--- src/rtl/data_cache.sv ---
// Direct-mapped, write-through, no-write-allocate data cache.
// Serves one load/store element at a time; refills and writes via RAM port.
module data_cache #(
  parameter int ADDR_WIDTH       = 17,
  parameter int LEN              = 32,
  parameter int BYTE_SIZE        = 8,
  parameter int CACHE_SIZE       = 16,
  parameter int CACHE_INDEX_SIZE = 4,
  parameter int ENTRY_INDEX_SIZE = 3
) (
  input  logic                    clk,
  input  logic                    rst,
  input  logic [1:0]              cache_vis_signal,
  input  logic [ADDR_WIDTH-1:0]   mem_vis_addr,
  input  logic [2:0]              d_cache_data_type,
  input  logic [LEN-1:0]          cache_written_data,
  input  logic [ENTRY_INDEX_SIZE:0] write_length,
  output logic [LEN-1:0]          mem_data,
  output logic [1:0]              d_cache_status,
  output logic                    ram_req,
  output logic                    ram_we,
  output logic [ADDR_WIDTH-3:0]   ram_addr,
  output logic [LEN-1:0]          ram_wdata,
  output logic [3:0]              ram_wstrb,
  input  logic [LEN-1:0]          ram_rdata,
  input  logic                    ram_ready
);

  localparam logic [1:0] D_CACHE_NOP   = 2'b00;
  localparam logic [1:0] D_CACHE_LOAD  = 2'b01;
  localparam logic [1:0] D_CACHE_STORE = 2'b10;

  localparam logic [2:0] ONE_BYTE  = 3'b000;
  localparam logic [2:0] TWO_BYTE  = 3'b001;
  localparam logic [2:0] FOUR_BYTE = 3'b010;

  localparam logic [1:0] D_CACHE_RESTING = 2'b00;
  localparam logic [1:0] D_CACHE_WORKING = 2'b01;
  localparam logic [1:0] L_S_FINISHED    = 2'b10;

  localparam int TAG_W = ADDR_WIDTH - CACHE_INDEX_SIZE - 2;

  typedef enum logic [2:0] {
    S_IDLE, S_LOOKUP, S_REFILL, S_WRITE, S_DONE
  } state_t;

  state_t state_q, state_d;

  logic [LEN-1:0]        mem_data_q, mem_data_d;
  logic [ADDR_WIDTH-1:0] addr_q;
  logic [2:0]            type_q;
  logic [LEN-1:0]        wdata_q;
  logic                  store_q;

  logic [CACHE_SIZE-1:0] valid_q;
  logic [TAG_W-1:0]      tag_q  [CACHE_SIZE];
  logic [LEN-1:0]        data_q [CACHE_SIZE];

  logic [CACHE_INDEX_SIZE-1:0] idx;
  logic [TAG_W-1:0]            tag;
  logic [1:0]                  lane;
  logic                        hit;
  logic                        type_ok;
  logic [LEN-1:0]              line;
  logic [LEN-1:0]              st_word;
  logic [3:0]                  st_strb;
  logic [LEN-1:0]              merged;
  logic                        fill, merge;
  logic                        unused_w;

  assign idx  = addr_q[CACHE_INDEX_SIZE+1:2];
  assign tag  = addr_q[ADDR_WIDTH-1:CACHE_INDEX_SIZE+2];
  assign lane = addr_q[1:0];
  assign line = data_q[idx];
  assign hit  = valid_q[idx] && (tag_q[idx] == tag);

  assign type_ok = (type_q == ONE_BYTE) ||
                   (type_q == TWO_BYTE) ||
                   (type_q == FOUR_BYTE);

  assign unused_w = ^write_length;

  // Pick the addressed element out of a word, zero-extended
  function automatic logic [LEN-1:0] extract(
    input logic [LEN-1:0] w,
    input logic [2:0]     t,
    input logic [1:0]     ln
  );
    logic [LEN-1:0] r;
    r = '0;
    unique case (1'b1)
      t == ONE_BYTE: r[BYTE_SIZE-1:0] = w[BYTE_SIZE*ln +: BYTE_SIZE];
      t == TWO_BYTE: r[2*BYTE_SIZE-1:0] = ln[1] ? w[LEN-1:LEN/2]
                                                 : w[LEN/2-1:0];
      t == FOUR_BYTE: r = w;
      default: r = '0;
    endcase
    return r;
  endfunction

  // Lane strobes and replicated store word for the latched element
  always_comb begin
    st_strb = 4'b0000;
    st_word = '0;
    unique case (1'b1)
      type_q == ONE_BYTE: begin
        st_strb = 4'b0001 << lane;
        st_word = {4{wdata_q[BYTE_SIZE-1:0]}};
      end
      type_q == TWO_BYTE: begin
        st_strb = lane[1] ? 4'b1100 : 4'b0011;
        st_word = {2{wdata_q[2*BYTE_SIZE-1:0]}};
      end
      type_q == FOUR_BYTE: begin
        st_strb = 4'b1111;
        st_word = wdata_q;
      end
      default: begin
        st_strb = 4'b0000;
        st_word = '0;
      end
    endcase
  end

  // Line contents after a store hit: strobed bytes replaced
  always_comb begin
    merged = line;
    for (int i = 0; i < 4; i++) begin
      if (st_strb[i]) merged[BYTE_SIZE*i +: BYTE_SIZE] =
        st_word[BYTE_SIZE*i +: BYTE_SIZE];
    end
  end

  // Next-state and RAM handshake outputs
  always_comb begin
    state_d        = state_q;
    mem_data_d     = mem_data_q;
    d_cache_status = D_CACHE_WORKING;
    ram_req        = 1'b0;
    ram_we         = 1'b0;
    ram_wstrb      = 4'b0000;
    ram_wdata      = '0;
    ram_addr       = addr_q[ADDR_WIDTH-1:2];
    fill           = 1'b0;
    merge          = 1'b0;
    unique case (state_q)
      S_IDLE: begin
        d_cache_status = D_CACHE_RESTING;
        if (cache_vis_signal == D_CACHE_LOAD ||
            cache_vis_signal == D_CACHE_STORE)
          state_d = S_LOOKUP;
      end
      S_LOOKUP: begin
        if (!type_ok) begin
          if (!store_q) mem_data_d = '0;
          state_d = S_DONE;
        end else if (store_q) begin
          state_d = S_WRITE;
        end else if (hit) begin
          mem_data_d = extract(line, type_q, lane);
          state_d    = S_DONE;
        end else begin
          state_d = S_REFILL;
        end
      end
      S_REFILL: begin
        ram_req = 1'b1;
        if (ram_ready) begin
          fill       = 1'b1;
          mem_data_d = extract(ram_rdata, type_q, lane);
          state_d    = S_DONE;
        end
      end
      S_WRITE: begin
        ram_req   = 1'b1;
        ram_we    = 1'b1;
        ram_wstrb = st_strb;
        ram_wdata = st_word;
        if (ram_ready) begin
          merge   = hit;
          state_d = S_DONE;
        end
      end
      S_DONE: begin
        d_cache_status = L_S_FINISHED;
        state_d        = S_IDLE;
      end
      default: state_d = S_IDLE;
    endcase
  end

  assign mem_data = mem_data_q;

  // State, result and valid bits; reset abandons any RAM transfer
  always_ff @(posedge clk) begin
    if (rst) begin
      state_q    <= S_IDLE;
      mem_data_q <= '0;
      valid_q    <= '0;
    end else begin
      state_q    <= state_d;
      mem_data_q <= mem_data_d;
      if (fill) valid_q[idx] <= 1'b1;
    end
  end

  // Request is captured only while idle
  always_ff @(posedge clk) begin
    if (rst) begin
      addr_q  <= '0;
      type_q  <= ONE_BYTE;
      wdata_q <= '0;
      store_q <= 1'b0;
    end else if (state_q == S_IDLE &&
                 cache_vis_signal != D_CACHE_NOP) begin
      addr_q  <= mem_vis_addr;
      type_q  <= d_cache_data_type;
      wdata_q <= cache_written_data;
      store_q <= (cache_vis_signal == D_CACHE_STORE);
    end
  end

  // Line array: refill writes whole word, store hit merges lanes
  always_ff @(posedge clk) begin
    if (fill) begin
      data_q[idx] <= ram_rdata;
      tag_q[idx]  <= tag;
    end else if (merge) begin
      data_q[idx] <= merged;
    end
  end

endmodule

--- config.mk ---
export PLATFORM = sky130hd
export DESIGN_NAME = data_cache
export DESIGN_NICKNAME = d
export VERILOG_FILES = /design/src/rtl/data_cache.sv
export SDC_FILE = /design/constraint.sdc
export NUM_CORES = 1
export LEC_CHECK = 0
export BUFFER_PORTS_ARGS = -buffer_cell sky130_fd_sc_hd__buf_2
export CAP_MARGIN = 20
export CORE_MARGIN = 5
export CORE_UTILIZATION = 45
export DETAILED_ROUTE_END_ITERATION = 6
export PLACE_DENSITY = 0.67
export SLEW_MARGIN = 20
export SYNTH_ARGS = -nofsm -noshare
export SYNTH_HDL_FRONTEND = slang
export SYNTH_SLANG_ARGS = --single-unit
--- constraint.sdc ---
create_clock -name clk -period 6.8 [get_ports clk]
set_input_delay 1.36 -clock clk [delete_from_list [all_inputs] [get_ports clk]]
set_output_delay 1.36 -clock clk [all_outputs]
set_load 0.02 [all_outputs]
Word-level counts from Yosys, hierarchy flattened

Memories as Yosys holds them, arrays and structs flattened. A register that Yosys moved wholly into a read port is not among the register bits.
Index checks and enable logic that the tools add are counted.

Register bits: 104
Bits in writable memories: 688
Output and inout bits: 87
Memories kept: 2

Order comparisons: 2
Equality and inequality tests: 14
Shifts and indexed selects: 3
Multiplexer cells: 50
Bitwise logic cells: 2
Reduce and logical (&&, ||, !) cells: 13

Memory list:

| name   | words | width | read ports | clocked after memory_dff | write ports | RTL line | source |
|---|---|---|---|---|---|---|---|
| data_q | 16    | 32    | 1          | 1                        | 1           | 57       | `logic [LEN-1:0] data_q [CACHE_SIZE];` |
| tag_q  | 16    | 11    | 1          | 1                        | 1           | 56       | `logic [TAG_W-1:0] tag_q [CACHE_SIZE];` |

Operators by type and width:

| kind                 | count |
|---|---|
| $mux W32             | 7 |
| $pmux W32 S3         | 1 |
| $mux W16             | 4 |
| $pmux W32 S2         | 1 |
| $shiftx A32 B6 Y8    | 2 |
| $pmux W8 S3          | 2 |
| $mux W8              | 4 |
| $pmux W8 S2          | 2 |
| $mux W4              | 6 |
| $or A16 B16 Y16      | 1 |
| $mux W3              | 5 |
| $mux W1              | 13 |
| $pmux W4 S3          | 1 |
| $eq A11 B11 Y1       | 1 |
| $eq A3 B2 Y1 const B | 3 |
| $pmux W3 S3          | 1 |
| $eq A3 B1 Y1 const B | 2 |
| $logic_not A3 Y1     | 2 |
| $ne A2 B2 Y1 const B | 3 |
| $lt A4 B5 Y1 const B | 1 |
| $bmux W1 S4          | 1 |
| $demux W1 S4         | 1 |
| $ge A4 B1 Y1 const B | 1 |
| $pmux W2 S2          | 1 |
| 13 further kinds     | 18 |

Longest topological paths before layout

Depth after elaboration: 9
Gate-level depth with buffers: 12
Mapped depth without buffers: 8

Least setup slack after synthesis

Ideal clock, no wire load.

Kind: register -> register
From: register (tool-made name)
To: memory data_q[13][0] (enable)
Setup time: 468 ps
Arrival: 4,742 ps
Required time: 6,332 ps
Slack: 1,591 ps
Cell stages (with the launch flop): 12
Clock period less this slack: 5,209 ps
Path through: dfxtp_1 > buf_4 > buf_2 > mux4_2 > mux2i_1 > mux2i_1 > xnor2_1 > o2111a_1 > nand4_2 > o21ai_2 > clkbuf_2 > nor3b_1

RTL lines:

| item          | RTL line |
|---|---|
| end, declared | 57 |

Final worst setup path

From: register state_q[2]
To: output port ram_wdata[19]

Word-level cells in the longest chain between the ends: 2

Ends and longest elaborated chain:

| item                   | RTL line | source |
|---|---|---|
| start, declared        | 47       | `state_t state_q, state_d;` |
| start signal, assigned | 201      | `state_q <= state_d;` |
| $eq A3 B2 Y1           | 146      | `unique case (state_q)` |
| $mux W32               | 146      |  |
| end, declared          | 23       | `output logic [LEN-1:0] ram_wdata,` |

Every way passes these cells.

==> impl_metrics.csv <==
group,metric,value,unit
flow_run,max_cap_violations,0,
timing,setup_viol,0,
detailed_routing,wire_per_inst,28.75,um
synthesis,syn_avg_cell_area,16.79,um2
detailed_routing,drc,0,
critical_path,path_buf_inv,3,
power,pwr-share-comb,10.9,%
cts,cts.path.max_buffers,3,
power,p_clk_share,40.4,%
critical_path,r2r-end,"data_q[0][20]",
synthesis,syn-cell-area,32920,um2
synthesis,syn_nets,2056,
status,status,"complete, no violations",
placed_design,port_buffers,175,
placed_design,gp_congestion,0.8490,
critical_path,path_delay_family,"simple AND/OR/NAND/NOR gates",
critical_path,slowest_delay,0.70,ns
floorplanning,coreArea,72710,um2
floorplanning,dieWidth,280.5,um
floorplanning,ios,180,
floorplanning,die_y,280.5,um
grt,overflow,0,
synthesis,async_flop_share,0,%
cts,cts_resized,0,
detailed_routing,drt_first_pass_iters,6,
critical_path,r2r_cells,9,
cells_and_area,fin_nets,2228,
placed_design,place_ws,1.912,ns
synthesis,synth_ff_type,"edfxtp_1",
critical_path,critical_path.startpoint,"state_q[2]",
grt,grt_max_degree,104,
cts,post-cts-setup-buffers,0,
synthesis,ys_types,60,
critical_path,critPathArrivalTime,3.88,ns
timing,period_minus_slack,5.245,ns
cts,cts-root-buf,"clkbuf_16",
grt,groute.usage.overall,22.65,%
power,leakage,0.01250,uW
synthesis,synth.top_cell.area_share,62.76,%
cells_and_area,drive_above_1_share,29.80,%
detailed_routing,ant_nets,0,
critical_path,required,5.44,ns
worst_hold_path,min_from,"wdata_q[23]",
floorplanning,dieArea,78660,um2
timing,worst_slack,1.555,ns
timing,slew_viol_final,0,
power,vdd_ir_drop_max,0.2017,mV
cells_and_area,fill_cells,5848,
cts,holdBufCountCts,0,
cts,htreeDepth,3,
critical_path,worstSetupStartpointType,"register",
worst_hold_path,hold_path_end,"wdata_q[23]",
detailed_routing,num_vias,19310,
cells_and_area,n_antenna_cell,0,
synthesis,synthTopCellsByCount,"688 x edfxtp_1, 211 x nand2_1, 194 x mux4_2",
power,switchingPower,2771,uW
grt,grt_pass1_wl,130.2,mm
timing,relSlewSlack,30.75,%
critical_path,path_class,"register to primary output",
timing,fmax,0.1907,GHz
floorplanning,start_util,45.27,%
synthesis,seq_area_frac_synth,69.33,%
cts,clock_sinks,796,
timing,period_share,77.13,%
synthesis,yosysWarnings,0,
cts,insertion_delay,0.64,ns
power,seq_power_share,48.8,%
synthesis,syn_inst,1961,
timing,fin_tns_setup,0,ns
timing,tightest_slew,1.039,ns
power,switching_share,24.58,%
synthesis,synth_area_leaders,"edfxtp_1 63%, mux4_2 13%, dfxtp_1 6.6%",
placed_design,hpwl,54.83,mm
cells_and_area,areaGrowthSynthToFinish,14.16,%
worst_hold_path,hold_depth,2,
critical_path,path_cells,"nand2b_1 > inv_1 > nand2_1 > inv_1 > nand2_1 > nor2_1 > buf_2",
detailed_routing,drt_iter0_drc,2648,
critical_path,rrSetupSlack,2.00,ns
power,pwr_density_cell,300.0,nW/um2
detailed_routing,viasPerCell,6.112,
power,p_int,8503,uW
worst_hold_path,hp-class,"register to register",
synthesis,yosysMostFrequentCell,"edfxtp_1",
critical_path,slowest_stage,"inv_1",
timing,rsz0062_at_grt,"no",
detailed_routing,drt_wl_total,90.86,mm
critical_path,path_max_fanout,15,
grt,antenna_found_initial,1,
synthesis,synth_edf_count,688,
cts,cts_buffers,82,
grt,grt_pass1_vias,19020,
timing,clock_skew,0.03592,ns
synthesis,ys_seq_elements,796,
critical_path,end_kind,"primary output",
floorplanning,row_count,99,
synthesis,netlist.top_cell.by_area,"edfxtp_1",
cts,cts_tree,"yes",
cts,clkSlewWorstSetupHoldPaths,0.06,ns
timing,hold_viol,0,
worst max-delay path by stage:
stage               endpoint  slack, ns  depth (start not counted)
2_1_floorplan  data_q[13][0]       1.59                         11
3_3_place_gp    mem_data[14]       1.98                          9
3_5_place_dp   data_q[0][20]       1.91                          9
4_1_cts        ram_wdata[19]       1.56                          7
5_1_grt        ram_wdata[19]       1.47                          7
6_report       ram_wdata[19]       1.56                          7
kinds of logic after synthesis:
family                     Yosys count  synth area share (%)
xor gates and xnor gates            11                0.2927
buffers and inverters              147                 2.186
and+or+nand+nor                    479                 6.869
DFF                                796                 69.33
muxes                              313                 17.14
adders and majority gates            2               0.07601
AOI/OAI and AO/OA                  213                 4.105
cell type report:
class / instances / area (um2) / share of cell area, %
clock buffer: 109 / 2322 / 6.180
clock inverter: 43 / 416.7 / 1.109
inverter: 7 / 26.28 / 0.06993
multi-input combinational: 1018 / 9469 / 25.20
sequential: 796 / 22840 / 60.78
tap: 959 / 1200 / 3.193
timing repair buffer: 228 / 1305 / 3.473
sequential cells by signal (all words and copies together) (netlist names), named ones only:
register  count
tag_q       176
type_q        3
wdata_q      32
addr_q       17
store_q       1
mem_data     32
valid_q      16
state_q       3
data_q      512
placed cells by master, fill, tap and decap left out, types with 14 or more instances in the layout:
cell       synthesis  routed
edfxtp_1         688     688
nand2_1          211     211
mux4_2           194     194
buf_2             25     174
a21oi_1          107     107
dfxtp_1          108     104
nor2_1           102      92
clkbuf_16          0      86
mux2i_1           54      54
buf_4             24      51
mux2_2            46      46
nor2b_1           36      36
a22oi_1           29      29
o21ai_0           28      28
nand2b_1          23      23
or2_2             19      19
mux2_1            19      19
nand3_1           17      17
a222oi_1          16      16
clkbuf_1          73      14
clkinv_2           0      14
routing by layer:
| layer | track usage (%) | vias to the layer above | routed length, um |
|---|---|---|---|
| li1 | - | 8009 | - |
| met4 | 6.303 | 0 | 2480 |
| met5 | 0 | - | 0 |
| met2 | 34.39 | 1152 | 41310 |
| met1 | 32.38 | 9998 | 35550 |
| met3 | 6.665 | 155 | 11520 |
metrics by stage:
step,instance area (um2),util [%],hold slack (ns),instances,total power [uW]
global route,37580,51.68,0.4858,3160,11620
detailed placement,34830,47.90,0.4519,3008,6809
floorplan,32920,-,0.4348,1961,6381
CTS,37570,51.67,0.4606,3160,11310
global placement,34830,47.90,0.4434,3008,6782
finish,37580,51.68,0.4631,3160,11270
worst register-to-register path, delay by kind of cell, from the launching register on:
kind / cells / cell delay, ns
xor gates and xnor gates: 1 / 0.21
muxes: 1 / 0.65
AOI/OAI and AO/OA: 3 / 0.90
buffers and inverters: 1 / 0.32
and+or+nand+nor: 3 / 1.49
DFF: 1 / 0.92
power by group through the flow:
stage	Combinational [uW]	Clock [uW]	Sequential, uW
after floorplan	857	0	5520
after global placement	1190	0	5600
after detailed placement	1210	0	5600
after CTS	1210	4590	5500
after global routing	1300	4810	5510
final	1220	4550	5500
Note: power is estimated with default switching activity, not from simulation.
